--- src/rtl/sdram_arb_pkg.sv ---
// Shared types and widths for the two-client SDRAM arbiter.
// Latency: none (types only).
// Backpressure: none (types only).
package sdram_arb_pkg;

    localparam int ADDR_W = 27;
    localparam int DATA_W = 16;
    localparam int WTBT_W = 2;

    // Arbiter sequencing: grant in IDLE, hold strobe in ISSUE, await data in WAIT, ack in DONE
    typedef enum logic [1:0] {
        ST_IDLE  = 2'd0,
        ST_ISSUE = 2'd1,
        ST_WAIT  = 2'd2,
        ST_DONE  = 2'd3
    } state_t;

    typedef enum logic {
        CL_A = 1'b0,
        CL_B = 1'b1
    } client_t;

    // Winner selection: a lone requester always wins; a tie goes to A in fixed
    // priority, or to whichever client was not served last in round-robin.
    function automatic client_t pick_client(input logic    rr,
                                            input logic    a_req,
                                            input logic    b_req,
                                            input client_t last);
        client_t win;
        if (a_req && b_req)
            win = (rr && (last == CL_A)) ? CL_B : CL_A;
        else if (a_req)
            win = CL_A;
        else
            win = CL_B;
        return win;
    endfunction

endpackage

--- src/rtl/sdram_arb.sv ---
// Two-client arbiter in front of an edge-triggered SDRAM controller.
// Latency: 4 cycles req->ack best case, otherwise follows mem_ready timing.
// Backpressure: clients hold req until ack; nothing issues while mem_ready=0.
module sdram_arb
    import sdram_arb_pkg::*;
#(
    parameter bit RR = 1'b1
) (
    input  logic              clk,
    input  logic              init_n,

    input  logic              a_req,
    input  logic              a_we,
    input  logic [ADDR_W-1:0] a_addr,
    input  logic [DATA_W-1:0] a_din,
    input  logic [WTBT_W-1:0] a_wtbt,
    output logic              a_ack,
    output logic [DATA_W-1:0] a_dout,

    input  logic              b_req,
    input  logic              b_we,
    input  logic [ADDR_W-1:0] b_addr,
    input  logic [DATA_W-1:0] b_din,
    input  logic [WTBT_W-1:0] b_wtbt,
    output logic              b_ack,
    output logic [DATA_W-1:0] b_dout,

    output logic [ADDR_W-1:0] mem_addr,
    output logic [DATA_W-1:0] mem_din,
    output logic [WTBT_W-1:0] mem_wtbt,
    output logic              mem_we,
    output logic              mem_rd,
    input  logic [DATA_W-1:0] mem_dout,
    input  logic              mem_ready,

    output logic              busy
);

    state_t  state;
    client_t last_grant;
    client_t gnt;
    logic    gnt_wr;

    client_t           win;
    logic              sel_we;
    logic [ADDR_W-1:0] sel_addr;
    logic [DATA_W-1:0] sel_din;
    logic [WTBT_W-1:0] sel_wtbt;

    // Candidate winner and its request fields, only consumed at grant time
    assign win      = pick_client(RR, a_req, b_req, last_grant);
    assign sel_we   = (win == CL_A) ? a_we   : b_we;
    assign sel_addr = (win == CL_A) ? a_addr : b_addr;
    assign sel_din  = (win == CL_A) ? a_din  : b_din;
    assign sel_wtbt = (win == CL_A) ? a_wtbt : b_wtbt;

    // Arbitration FSM with all outputs registered. mem_addr/din/wtbt are only
    // loaded at grant, so they stay stable through ISSUE and WAIT while the
    // controller samples them late. DONE never grants, which both gives the
    // client a cycle to drop req and keeps each strobe low for >= 2 cycles.
    always_ff @(posedge clk or negedge init_n) begin
        if (!init_n) begin
            state      <= ST_IDLE;
            last_grant <= CL_B;
            gnt        <= CL_A;
            gnt_wr     <= 1'b0;
            mem_addr   <= '0;
            mem_din    <= '0;
            mem_wtbt   <= '0;
            mem_we     <= 1'b0;
            mem_rd     <= 1'b0;
            a_ack      <= 1'b0;
            b_ack      <= 1'b0;
            a_dout     <= '0;
            b_dout     <= '0;
            busy       <= 1'b0;
        end else begin
            case (state)
                ST_IDLE: begin
                    if (mem_ready && (a_req || b_req)) begin
                        gnt      <= win;
                        gnt_wr   <= sel_we;
                        mem_addr <= sel_addr;
                        mem_din  <= sel_din;
                        mem_wtbt <= sel_wtbt;
                        mem_we   <= sel_we;
                        mem_rd   <= ~sel_we;
                        busy     <= 1'b1;
                        state    <= ST_ISSUE;
                    end
                end
                ST_ISSUE: begin
                    // Controller drops ready once it has taken the request
                    if (!mem_ready) begin
                        mem_we <= 1'b0;
                        mem_rd <= 1'b0;
                        state  <= ST_WAIT;
                    end
                end
                ST_WAIT: begin
                    if (mem_ready) begin
                        if (gnt == CL_A) begin
                            a_ack <= 1'b1;
                            if (!gnt_wr)
                                a_dout <= mem_dout;
                        end else begin
                            b_ack <= 1'b1;
                            if (!gnt_wr)
                                b_dout <= mem_dout;
                        end
                        last_grant <= gnt;
                        state      <= ST_DONE;
                    end
                end
                ST_DONE: begin
                    a_ack <= 1'b0;
                    b_ack <= 1'b0;
                    busy  <= 1'b0;
                    state <= ST_IDLE;
                end
                default: begin
                    state <= ST_IDLE;
                end
            endcase
        end
    end

endmodule

--- config.mk ---
export PLATFORM = sky130hd
export DESIGN_NAME = sdram_arb
export DESIGN_NICKNAME = d
export VERILOG_FILES = /design/src/rtl/sdram_arb_pkg.sv /design/src/rtl/sdram_arb.sv
export SDC_FILE = /design/constraint.sdc
export NUM_CORES = 1
export LEC_CHECK = 0
export BUFFER_PORTS_ARGS = -buffer_cell sky130_fd_sc_hd__buf_2
export CORE_ASPECT_RATIO = 0.8
export CORE_UTILIZATION = 24
export CTS_CLUSTER_SIZE = 14
export DETAILED_ROUTE_END_ITERATION = 12
export GPL_ROUTABILITY_DRIVEN = 0
export GPL_TIMING_DRIVEN = 1
export PLACE_DENSITY_LB_ADDON = 0.25
export REMOVE_ABC_BUFFERS = 1
export SETUP_SLACK_MARGIN = 0.3
export SYNTH_ARGS = -nofsm -noshare
export SYNTH_HDL_FRONTEND = slang
export SYNTH_SLANG_ARGS = --single-unit
--- constraint.sdc ---
create_clock -name clk -period 2.3 [get_ports clk]
set_input_delay 0.46 -clock clk [delete_from_list [all_inputs] [get_ports clk]]
set_output_delay 0.46 -clock clk [all_outputs]
set_load 0.005 [all_outputs]
; ---- Yosys cells after proc, flatten, opt, wreduce, memory -nomap -nowiden
; Cells that the tools add are included.
[totals]
inputBits = 113
reg_bits = 87
elab_cells = 65
[op_classes]
muxes = 24
bitwise = 3
n_reduce_logical = 16
eq_ne = 8
[ops]
columns = cell, count
row1 = 2-to-1 mux 27 bit, 1
row2 = 2-to-1 mux 16 bit, 1
row3 = 2-to-1 mux 1 bit, 12
row4 = AND reduction 3 bit, 4
row5 = "!= test 2 bit, second input constant", 5
row6 = one-hot mux 1 bit (2 select lines), 5
row7 = 2-to-1 mux 2 bit, 4
row8 = one-hot mux 2 bit (4 select lines), 1
row9 = AND reduction 4 bit, 2
row10 = AND reduction 2 bit, 3
row11 = nonzero test 2 bit, 3
row12 = "== test 2 bit, second input constant", 2
row13 = inverter 1 bit, 3
row14 = "== test 2 x 1 -> 1 bit, second input constant", 1
row15 = logical AND 1 bit, 2
row16 = logical NOT 2 bit, 1
row17 = logical OR 1 bit, 1

; ---- Depth between registers and ports, before layout
; Gate-level depths: netlist (run 1).
[depth]
ltp_word = 6
ltp_mapped = 7
mapped_depth_nobuf = 6

; ---- Worst setup path after synthesis (run 1)
; OpenSTA, ideal clock, no wires.
[synth_timing]
path_type = flip-flop to flip-flop
from = reg state[0]
to = reg a_dout[0]
required_ns = 2.175
path_stages_with_launch = 7
setup_ns = 0.125
n_path_buf = 1
setup_slack_ns = 0.530
arrival_ns = 1.645
cell_sequence = dfrtp_1 inv_1 ha_1 nand2_4 nor3_4 buf_8 mux2_4
[synth_between]
elab_chain_cells = 2
[synth_lines]
columns = item, line
row1 = "start, declared", sdram_arb.sv:39  ; state_t state;
row2 = "start signal, assigned", sdram_arb.sv:63  ; state <= ST_IDLE;
row3 = "start signal, assigned", sdram_arb.sv:89  ; state <= ST_ISSUE;
row4 = "start signal, assigned", sdram_arb.sv:97  ; state <= ST_WAIT;
row5 = == test 2 bit, sdram_arb.sv:78  ; case (state)
row6 = AND reduction 4 bit (no line), --
row7 = "end signal, assigned", sdram_arb.sv:105  ; a_dout <= mem_dout;
row8 = "end, declared", sdram_arb.sv:18  ; output logic [DATA_W-1:0] a_dout,
; No other way between the ends.
; A chain may end at the register's enable or synchronous reset.

; ---- Worst setup path in the final report (run 1)
[layout_timing]
from = reg state[0]
to = reg a_dout[7]
; Same word-level chain as after synthesis.

==> flow_metrics.tcl, run 1 <==
set metrics [dict create \
    area_growth_pct 41.5 \
    cts_sinks 87 \
    period_share_pct 82.8 \
    core-area_sq_um 15800 \
    grtUsageTotal_pct 12.0 \
    status "complete, no violations" \
    syn_area_sq_um 3900 \
    cts_hold_buf 0 \
    die_w_microns 145 \
    first_pass_iters 4 \
    htree_levels 3 \
    die-height_microns 116 \
    ant_nets 0 \
    clock_skew_ns 0.00702 \
    max_slew_margin_pct 63.7 \
    drive_gt1_share_pct 50.5 \
    synth-seq-cells 87 \
    vias 3094 \
    cts_buffers 9 \
    first_iter_violations 77 \
    timing.hold.ws_ns 0.0546 \
    cp-end-kind "register" \
    crit_arrival_ns 2.13 \
    required_ns 2.52 \
    worst_skew_pair.late_latency_ns 0.34 \
    fp-row-count 41 \
    cts_tree "yes" \
    fin_cells 740 \
    period_minus_slack_ns 1.90 \
    io_pins 195 \
    grt_pass1_vias 2968 \
    placed_area_sq_um 5180 \
    grt_pass1_wl_microns 15100 \
    routed_wl_microns 10100 \
    start_kind "register" \
    vias_per_cell 4.18 \
    cts.clk_slew.worst_paths_ns 0.07 \
    maxCapViolations 0 \
    rsz0062_at_grt "false" \
    syn_avg_cell_area_sq_um 12.1 \
    slew_violations 0 \
    power.leakage_nw 2.97 \
    start_util_pct 24.7 \
    max-vdd-ir-drop_v 0.000460 \
    path_class "register to register" \
    cts-root-buf "clkbuf_16" \
    yosys_warnings 0 \
    dpl.hpwl_microns 7440 \
    final-hold-violation-count 0 \
    cts_setup_buffers 0 \
    worstMarginPinSlew_ns 0.542 \
    cts_buffer_depth 2 \
    ys_types 33 \
    crit_fanout 16 \
    fmax_ghz 0.525 \
    placed_cells 723 \
    portBuffers 194 \
    dieArea_sq_um 16800 \
    yosysSeqAreaShare_pct 55.9 \
    synthCells 322 \
    wl_per_cell_microns 13.7 \
    setup_viol 0 \
    overflow 0 \
    final_area_sq_um 5520 \
    hp-class "input pin to async pin" \
    tns_ns 0 \
    drc_errors 0 \
    fin_nets 638 \
    antenna_found_initial 1 \
    diodes 0 \
    pwr_density_cell_nw_per_um2 1190 \
    grt_max_degree 40 \
]
[sequential cells by signal (all words and copies together) (netlist names)]
signal,flops
a_ack,1
a_dout,16
b_ack,1
b_dout,16
busy,1
gnt,1
gnt_wr,1
last_grant,1
mem_addr,27
mem_din,16
mem_rd,1
mem_we,1
mem_wtbt,2
state,2
[layout by cell type (no fill, tap or decap), drive strengths merged]
cell type / count
a211o: 1
a21o: 1
a21oi: 4
a31o: 2
a31oi: 2
buf: 204
bufinv: 1
clkbuf: 10
clkinv: 1
clkinvlp: 2
dfrtp: 86
dfstp: 1
ha: 5
inv: 9
mux2: 34
mux2i: 47
nand2: 50
nand2b: 2
nand3: 1
nand4: 1
nor2: 3
nor3: 2
o211a: 1
o211ai: 3
o21ai: 51
or3: 1
[path summary, 6_finish.rpt]
check	startpoint	endpoint	slack, ns	depth (start not counted)
worst max-delay path	state[0]	a_dout[7]	0.40	6
worst min-delay path	init_n	a_dout[4]	0.05	1
worst max register to register	state[0]	a_dout[7]	0.40	6
worst min register to register	mem_addr[4]	mem_addr[4]	0.48	2
max in group asynchronous	init_n	mem_din[2]	1.63	2
min in group clk	mem_dout[2]	a_dout[2]	0.36	2
[power by group]
group / total (mW) / switching (mW) / internal [mW]
sequential: 2.67 / 0.409 / 2.26
combinational: 2.38 / 1.12 / 1.27
clock: 1.49 / 0.614 / 0.877
[final cells by class]
cell class	instances	area, sq um
clock buffers	10	239
clock inverters	6	67.6
fillers	1637	10300
inverters	7	26.3
multi-input cells	211	1630
flip-flops and latches	87	2180
well taps	215	269
repair buffers	204	1110
[cells in the mapped netlist]
cell type   n  share of area, %
a31o_2      2              0.45
mux2_4     10               3.9
a21oi_2     1              0.22
dfstp_2     1              0.67
nand2_4     2              0.58
ha_1        5               1.6
mux2_1      2              0.58
o21ai_0    42               5.4
nand2b_1    2              0.32
a21oi_1     3              0.38
a211o_1     1              0.22
a31oi_1     2              0.32
inv_1       6              0.58
o211ai_1    1              0.19
buf_8       1              0.38
nor3_1      1              0.13
nand2_1    48               4.6
mux2i_1    47                12
mux2_2     22               6.4
clkbuf_1    6              0.58
inv_2       1             0.096
o211ai_2    1              0.32
o21ai_1     9               1.2
or3_1       1              0.16
dfrtp_1    86                55
buf_4       5              0.96
nand4_4     1              0.55
o211a_1     1              0.26
nor2_1      3              0.29
nand3_1     1              0.13
nor3_4      1              0.42
a21o_1      1              0.19
buf_2       6              0.77
[layer usage]
layer | vias up | global-route usage (%) | part of all wire [%]
met5 | - | 0 | 0
met4 | 0 | 4.63 | 1.3
met3 | 8 | 4.75 | 8.0
met2 | 149 | 18.0 | 44
met1 | 1423 | 15.4 | 47
li1 | 1514 | - | -
[critical path, cell delays in order, from the launching register on]
cell and delay, ns:
dfrtp_1 0.40, inv_1 0.18, ha_2 0.33, nand2_4 0.08, nor3_4 0.11, buf_4 0.31, mux2_2 0.37
[cells by family after synthesis]
family          count (synthesis)  share of synthesized area [%]
compound gates                 64                           9.11
fa+ha+maj                       5                           1.60
buf+inv                        25                           3.37
flops                          87                           55.9
mux                            81                           22.8
simple gates                   60                           7.19
[timing repair]
action                                  4_1_cts  5_1_grt
gates resized for setup                       0        3
endpoints found under the setup margin        0       34
endpoints found under the hold margin         0        0
[stage by stage]
stage	power (mW)	util (%)	setup WS (ns)
floorplan	3.84	-	-0.424
global placement	5.01	32.8	0.397
detailed placement	5.07	32.8	0.360
CTS	6.63	34.7	0.342
global route	7.12	34.9	0.296
finish	6.54	34.9	0.397
No activity file was read; power rests on OpenSTA's default activity.
==> run 2: changes to the inputs <==
- clock period: 2.3 -> 1.95 ns (I/O delays scaled with it)
==> run 2 against run 1 <==
Cell area is 1.6% higher. First-iteration DRC count is 18% higher. Clock-buffer cell count stayed put. Via count is 0.45% higher. Largest power group unchanged.
==> flow_metrics.tcl, run 2 (synthesis gave the netlist of run 1 again) <==
set metrics [dict create \
    drc_errors 0 \
    comb_power_share_pct 39.3 \
    grt_max_degree 90 \
    diodes 0 \
    fp-row-count 41 \
    cts_sinks 87 \
    htree_levels 3 \
    period_share_pct 85.3 \
    first_pass_iters 4 \
    rsz0062_at_grt "true" \
    r2r_slack_ns 0.29 \
    first_iter_violations 91 \
    die-height_microns 116 \
    worst_skew_pair.late_latency_ns 0.34 \
    crit_fanout 3 \
    fmax_ghz 0.601 \
    max_slew_margin_pct 70.8 \
    final_common_cell "buf_2" \
    cts_buffer_depth 2 \
    crit_path_frequent_cell "inv_2" \
    critical_path.max_stage_delay_ns 0.39 \
    reg2reg_depth 6 \
    crit_family "flip-flops" \
    startpoint "state[0]" \
    wl_per_cell_microns 13.9 \
    vias_per_cell 4.14 \
    clockPowerShare_pct 20.0 \
    portBuffers 194 \
    area_growth_pct 43.7 \
    reg2reg_from "state[0]" \
    worstMarginPinSlew_ns 0.438 \
    dp_slack_ns 0.118 \
    hp-class "input pin to register" \
    timing.hold.ws_ns 0.293 \
    required_ns 2.17 \
    status "complete, no violations" \
    routed_wl_microns 10400 \
    placed_area_sq_um 5170 \
    reg2reg_to "state[1]" \
    path_class "register to register" \
    die_w_microns 145 \
    drive_gt1_share_pct 51.8 \
    cts-root-buf "clkbuf_16" \
    cp.depth 6 \
    dieArea_sq_um 16800 \
    dpl.hpwl_microns 7360 \
    critPathBufInv 2 \
    grt_pass1_vias 2881 \
    power.leakage_nw 3.01 \
    grtUsageTotal_pct 12.0 \
    crit_chain "inv_2, ha_4, inv_2, or3_1, a31oi_2, mux2_1" \
    ant_nets 0 \
    maxCapViolations 0 \
    core-area_sq_um 15800 \
    endpoint "state[1]" \
    crit_arrival_ns 1.88 \
    cp-end-kind "register" \
    max-vdd-ir-drop_v 0.000444 \
    cts.clk_slew.worst_paths_ns 0.06 \
    pwr_density_cell_nw_per_um2 1370 \
    setup_viol 0 \
    p_switching_mw 2.56 \
    period_minus_slack_ns 1.66 \
    start_util_pct 24.7 \
    switching_share_pct 33.3 \
    worst_slack_ns 0.287 \
    io_pins 195 \
    top_register "mem_addr" \
    final_cell_mix "193 x buf_2, 86 x dfrtp_1, 48 x nand2_1" \
    antenna_found_initial 0 \
    p_int_mw 5.12 \
    power_frac_seq_pct 40.7 \
    start_kind "register" \
    finalPower_mw 7.68 \
    clock_skew_ns 0.00395 \
    cts_tree "yes" \
    largest_reg_flops 27 \
    cts_buffers 9 \
    fin_nets 650 \
    vias 3108 \
    overflow 0 \
    final-hold-violation-count 0 \
    final_area_sq_um 5600 \
    cp_slowest_cell "dfrtp_1" \
    slew_violations 0 \
    grt_pass1_wl_microns 14900 \
]
[run 2: power by group through the flow]
stage	combinational, mW	sequential, mW	clock (mW)
3_5_place_dp	2.81	3.15	0
2_1_floorplan	1.33	3.20	0
6_report	3.02	3.13	1.53
3_3_place_gp	2.73	3.16	0
5_1_grt	3.37	3.24	1.69
4_1_cts	2.96	3.14	1.61
[run 2: cell type report]
type | count | area [sq um]
Clock buffer | 10 | 229
Sequential cell | 87 | 2180
Multi-Input combinational cell | 211 | 1650
Clock inverter | 4 | 25.0
Tap cell | 215 | 269
Inverter | 7 | 26.3
Timing Repair Buffer | 216 | 1220
Fill cell | 1651 | 10200
[run 2: worst min path at each step]
stage | from | to | slack, ns | cells after the start
final | mem_dout[5] | a_dout[5] | 0.29 | 2
after global routing | mem_dout[3] | a_dout[3] | 0.27 | 2
after CTS | mem_dout[6] | a_dout[6] | 0.27 | 2
after detailed placement | init_n | a_dout[0] | 0.37 | 1
after global placement | init_n | a_dout[0] | 0.36 | 1
after floorplan | init_n | a_ack | 0.09 | 0
[run 2: timing repair]
action,4_1_cts,5_1_grt
gates resized for setup,6,4
endpoints found under the hold margin,14,0
setup buffers,6,4
endpoints found under the setup margin,73,37
pin swaps,2,1
hold buffers,1,0
cloned,0,2
[run 2: stage by stage]
stage / std cells / setup TNS (ns) / util (%)
final: 750 / 0 / 35.5
after floorplan: 304 / -25.84 / -
after global placement: 723 / 0 / 32.7
after CTS: 744 / 0 / 34.8
after detailed placement: 723 / 0 / 32.7
after global routing: 750 / 0 / 35.5
[run 2: metal layers]
layer | GRT usage [%] | up-vias | routed length, microns
met2 | 17.6 | 150 | 4490
met5 | 0 | - | 0
met1 | 15.6 | 1414 | 4880
met4 | 4.84 | 0 | 148
met3 | 4.75 | 8 | 929
li1 | - | 1536 | -
==> run 3: changes to the inputs <==
- ABC_AREA: not set -> 1
- CORE_MARGIN: not set -> 8
==> run 3 against run 2 <==
Wire length up 24%. Die area up 32%. Fmax up 6.5%. Non-clock buffer count down 13. Clock power up 17%. Combinational power up 2%. Clock-buffer cell count down 1. Critical endpoint is now a_dout[14].
==> flow_metrics.tcl, run 3 <==
set metrics [dict create \
    grt_pass1_wl_microns 19600 \
    fin_nets 843 \
    reg2reg_to "a_dout[14]" \
    period_share_pct 80.1 \
    period_minus_slack_ns 1.56 \
    slew_violations 0 \
    reg2reg_from "state[0]" \
    diodes 0 \
    core-area_sq_um 17300 \
    final_cell_mix "330 x nand2_1, 193 x buf_2, 86 x dfrtp_1" \
    required_ns 2.19 \
    dpl.hpwl_microns 9150 \
    dieArea_sq_um 22100 \
    die_w_microns 164 \
    cts_hold_buf 0 \
    yosys_warnings 0 \
    grt_pass1_vias 3628 \
    cts_buffers 9 \
    cts_buffer_depth 2 \
    rsz0062_at_grt "true" \
    reg2reg_depth 7 \
    fmax_ghz 0.641 \
    first_pass_iters 4 \
    cts_tree "yes" \
    dp_slack_ns 0.305 \
    timing.hold.ws_ns 0.0688 \
    top_register "mem_addr" \
    max-vdd-ir-drop_v 0.000418 \
    fp-row-count 43 \
    largest_reg_flops 27 \
    n_fill_cell 1866 \
    maxCapViolations 0 \
    multiInputGateArea_sq_um 1760 \
    io_pins 195 \
    syn_area_sq_um 4220 \
    startpoint "state[0]" \
    ant_nets 0 \
    crit_arrival_ns 1.80 \
    regArea_sq_um 2180 \
    crit_fanout 16 \
    start_util_pct 24.5 \
    cp-end-kind "register" \
    synth-async-reset-ratio_pct 100 \
    hp-class "input pin to async pin" \
    area_growth_pct 36.3 \
    worst_skew_pair.late_latency_ns 0.35 \
    r2r_slack_ns 0.39 \
    vias 3805 \
    synth_top_family_by_area "simple AND/OR/NAND/NOR gates" \
    grtUsageTotal_pct 11.2 \
    power.leakage_nw 3.40 \
    yosysSeqAreaShare_pct 51.6 \
    drc_errors 0 \
    synth_adder_area_share_pct 1.48 \
    worst_slack_ns 0.389 \
    synthCells 533 \
    antenna_found_initial 0 \
    portBuffers 194 \
    syn_avg_cell_area_sq_um 7.92 \
    synth-edff-count 0 \
    setup_viol 0 \
    clock_skew_ns 0.00784 \
    yosysMostFrequentCell "nand2_1" \
    pwr_density_cell_nw_per_um2 1380 \
    max_slew_margin_pct 67.0 \
    placed_cells 934 \
    synth_area_leaders "dfrtp_1 51%, nand2_1 29%, o21ai_2 5.2%" \
    path_class "register to register" \
    final-hold-violation-count 0 \
    synth_xor_area_share_pct 0 \
    synth_mux_area_share_pct 0 \
    endpoint "a_dout[14]" \
    final_common_cell "nand2_1" \
    fin_cells 955 \
    cts.clk_slew.worst_paths_ns 0.07 \
    synth_commonest_cells "331 x nand2_1, 86 x dfrtp_1, 28 x inv_1" \
    yosysTopAreaCell "dfrtp_1" \
    status "complete, no violations" \
    routed_wl_microns 13000 \
    synth-simple-area-share_pct 32.1 \
    cts_sinks 87 \
    drive_gt1_share_pct 35.3 \
    synth-seq-cells 87 \
    worstMarginPinSlew_ns 0.495 \
    grt_max_degree 88 \
    first_iter_violations 152 \
    start_kind "register" \
    htree_levels 3 \
    vias_per_cell 3.98 \
    wl_per_cell_microns 13.6 \
    synth.top_cell.area_share_pct 51.0 \
    cts-root-buf "clkbuf_16" \
    ys.flop_type "dfrtp_1" \
    overflow 0 \
    synth_compound_area_share_pct 7.11 \
    die-height_microns 135 \
    ys_types 21 \
]
run 3: cell count changes in the layout (fill, tap and decap cells not counted), sizes merged, moves of 11 or more:
| cell | previous run | this run |
|---|---|---|
| buf | 214 | 203 |
| inv | 7 | 35 |
| nand3 | 1 | 12 |
| o21ai | 51 | 37 |
| mux2i | 47 | 0 |
| mux2 | 34 | 0 |
| nand2 | 51 | 332 |
run 3: what timing repair did:
| item | in CTS | in global routing |
|---|---|---|
| buffers inserted | 0 | 3 |
| resized for setup | 0 | 3 |
| pin swaps | 0 | 1 |
| gates cloned | 0 | 2 |
| setup endpoints to repair | 1 | 62 |
run 3: critical path, cell delays in order (launching register included):
cell and delay, ns:
dfrtp_1 0.41, inv_1 0.12, ha_1 0.19, nand2_1 0.07
inv_2 0.20, nand3_4 0.25, nand2_1 0.15, o21ai_2 0.06
run 3: report_power, final:
group	total, mW	switching [mW]	internal (mW)
clock	1.79	0.776	1.01
combinational	3.08	1.73	1.35
sequential	3.09	0.459	2.63
total	7.96	2.97	4.99
run 3: stage by stage:
stage | setup TNS, ns | power, mW | util, % | cell area, sq um
3_3_place_gp | 0 | 6.16 | 31.1 | 5370
6_report | 0 | 7.96 | 33.3 | 5760
4_1_cts | 0 | 8.05 | 32.8 | 5670
3_5_place_dp | 0 | 6.18 | 31.1 | 5370
5_1_grt | 0 | 8.66 | 33.3 | 5760
2_1_floorplan | -12.39 | 4.65 | - | 4010
run 3: metal layers:
layer,part of all wire (%),vias to the layer above,global-route usage (%)
met4,0.65,0,3.48
met1,47,1690,14.3
li1,-,2005,-
met3,7.1,7,4.20
met5,0,-,0
met2,45,103,17.3
run 3: cell type report:
type,count,share of cell area [%]
well taps,225,4.89
flip-flops and latches,87,37.8
repair buffers,203,19.5
inverters,31,2.02
clock buffers,9,3.91
clock inverters,7,1.35
multi-input cells,393,30.5
run 3: cells by family (layout without fill, tap and decap cells):
| group | Yosys count | in the layout |
|---|---|---|
| buffers and inverters | 55 | 250 |
| AOI/OAI and AO/OA | 40 | 40 |
| adders and majority gates | 5 | 5 |
| and+or+nand+nor | 346 | 348 |
| DFF | 87 | 87 |
run 3: worst min path at each step:
stage	cells past startpoint	end	slack, ns
floorplan	0	a_ack	0.09
global placement	2	mem_din[3]	0.46
detailed placement	2	mem_din[6]	0.46
CTS	2	a_dout[0]	0.09
global route	2	mem_addr[11]	0.12
finish	2	mem_addr[11]	0.07
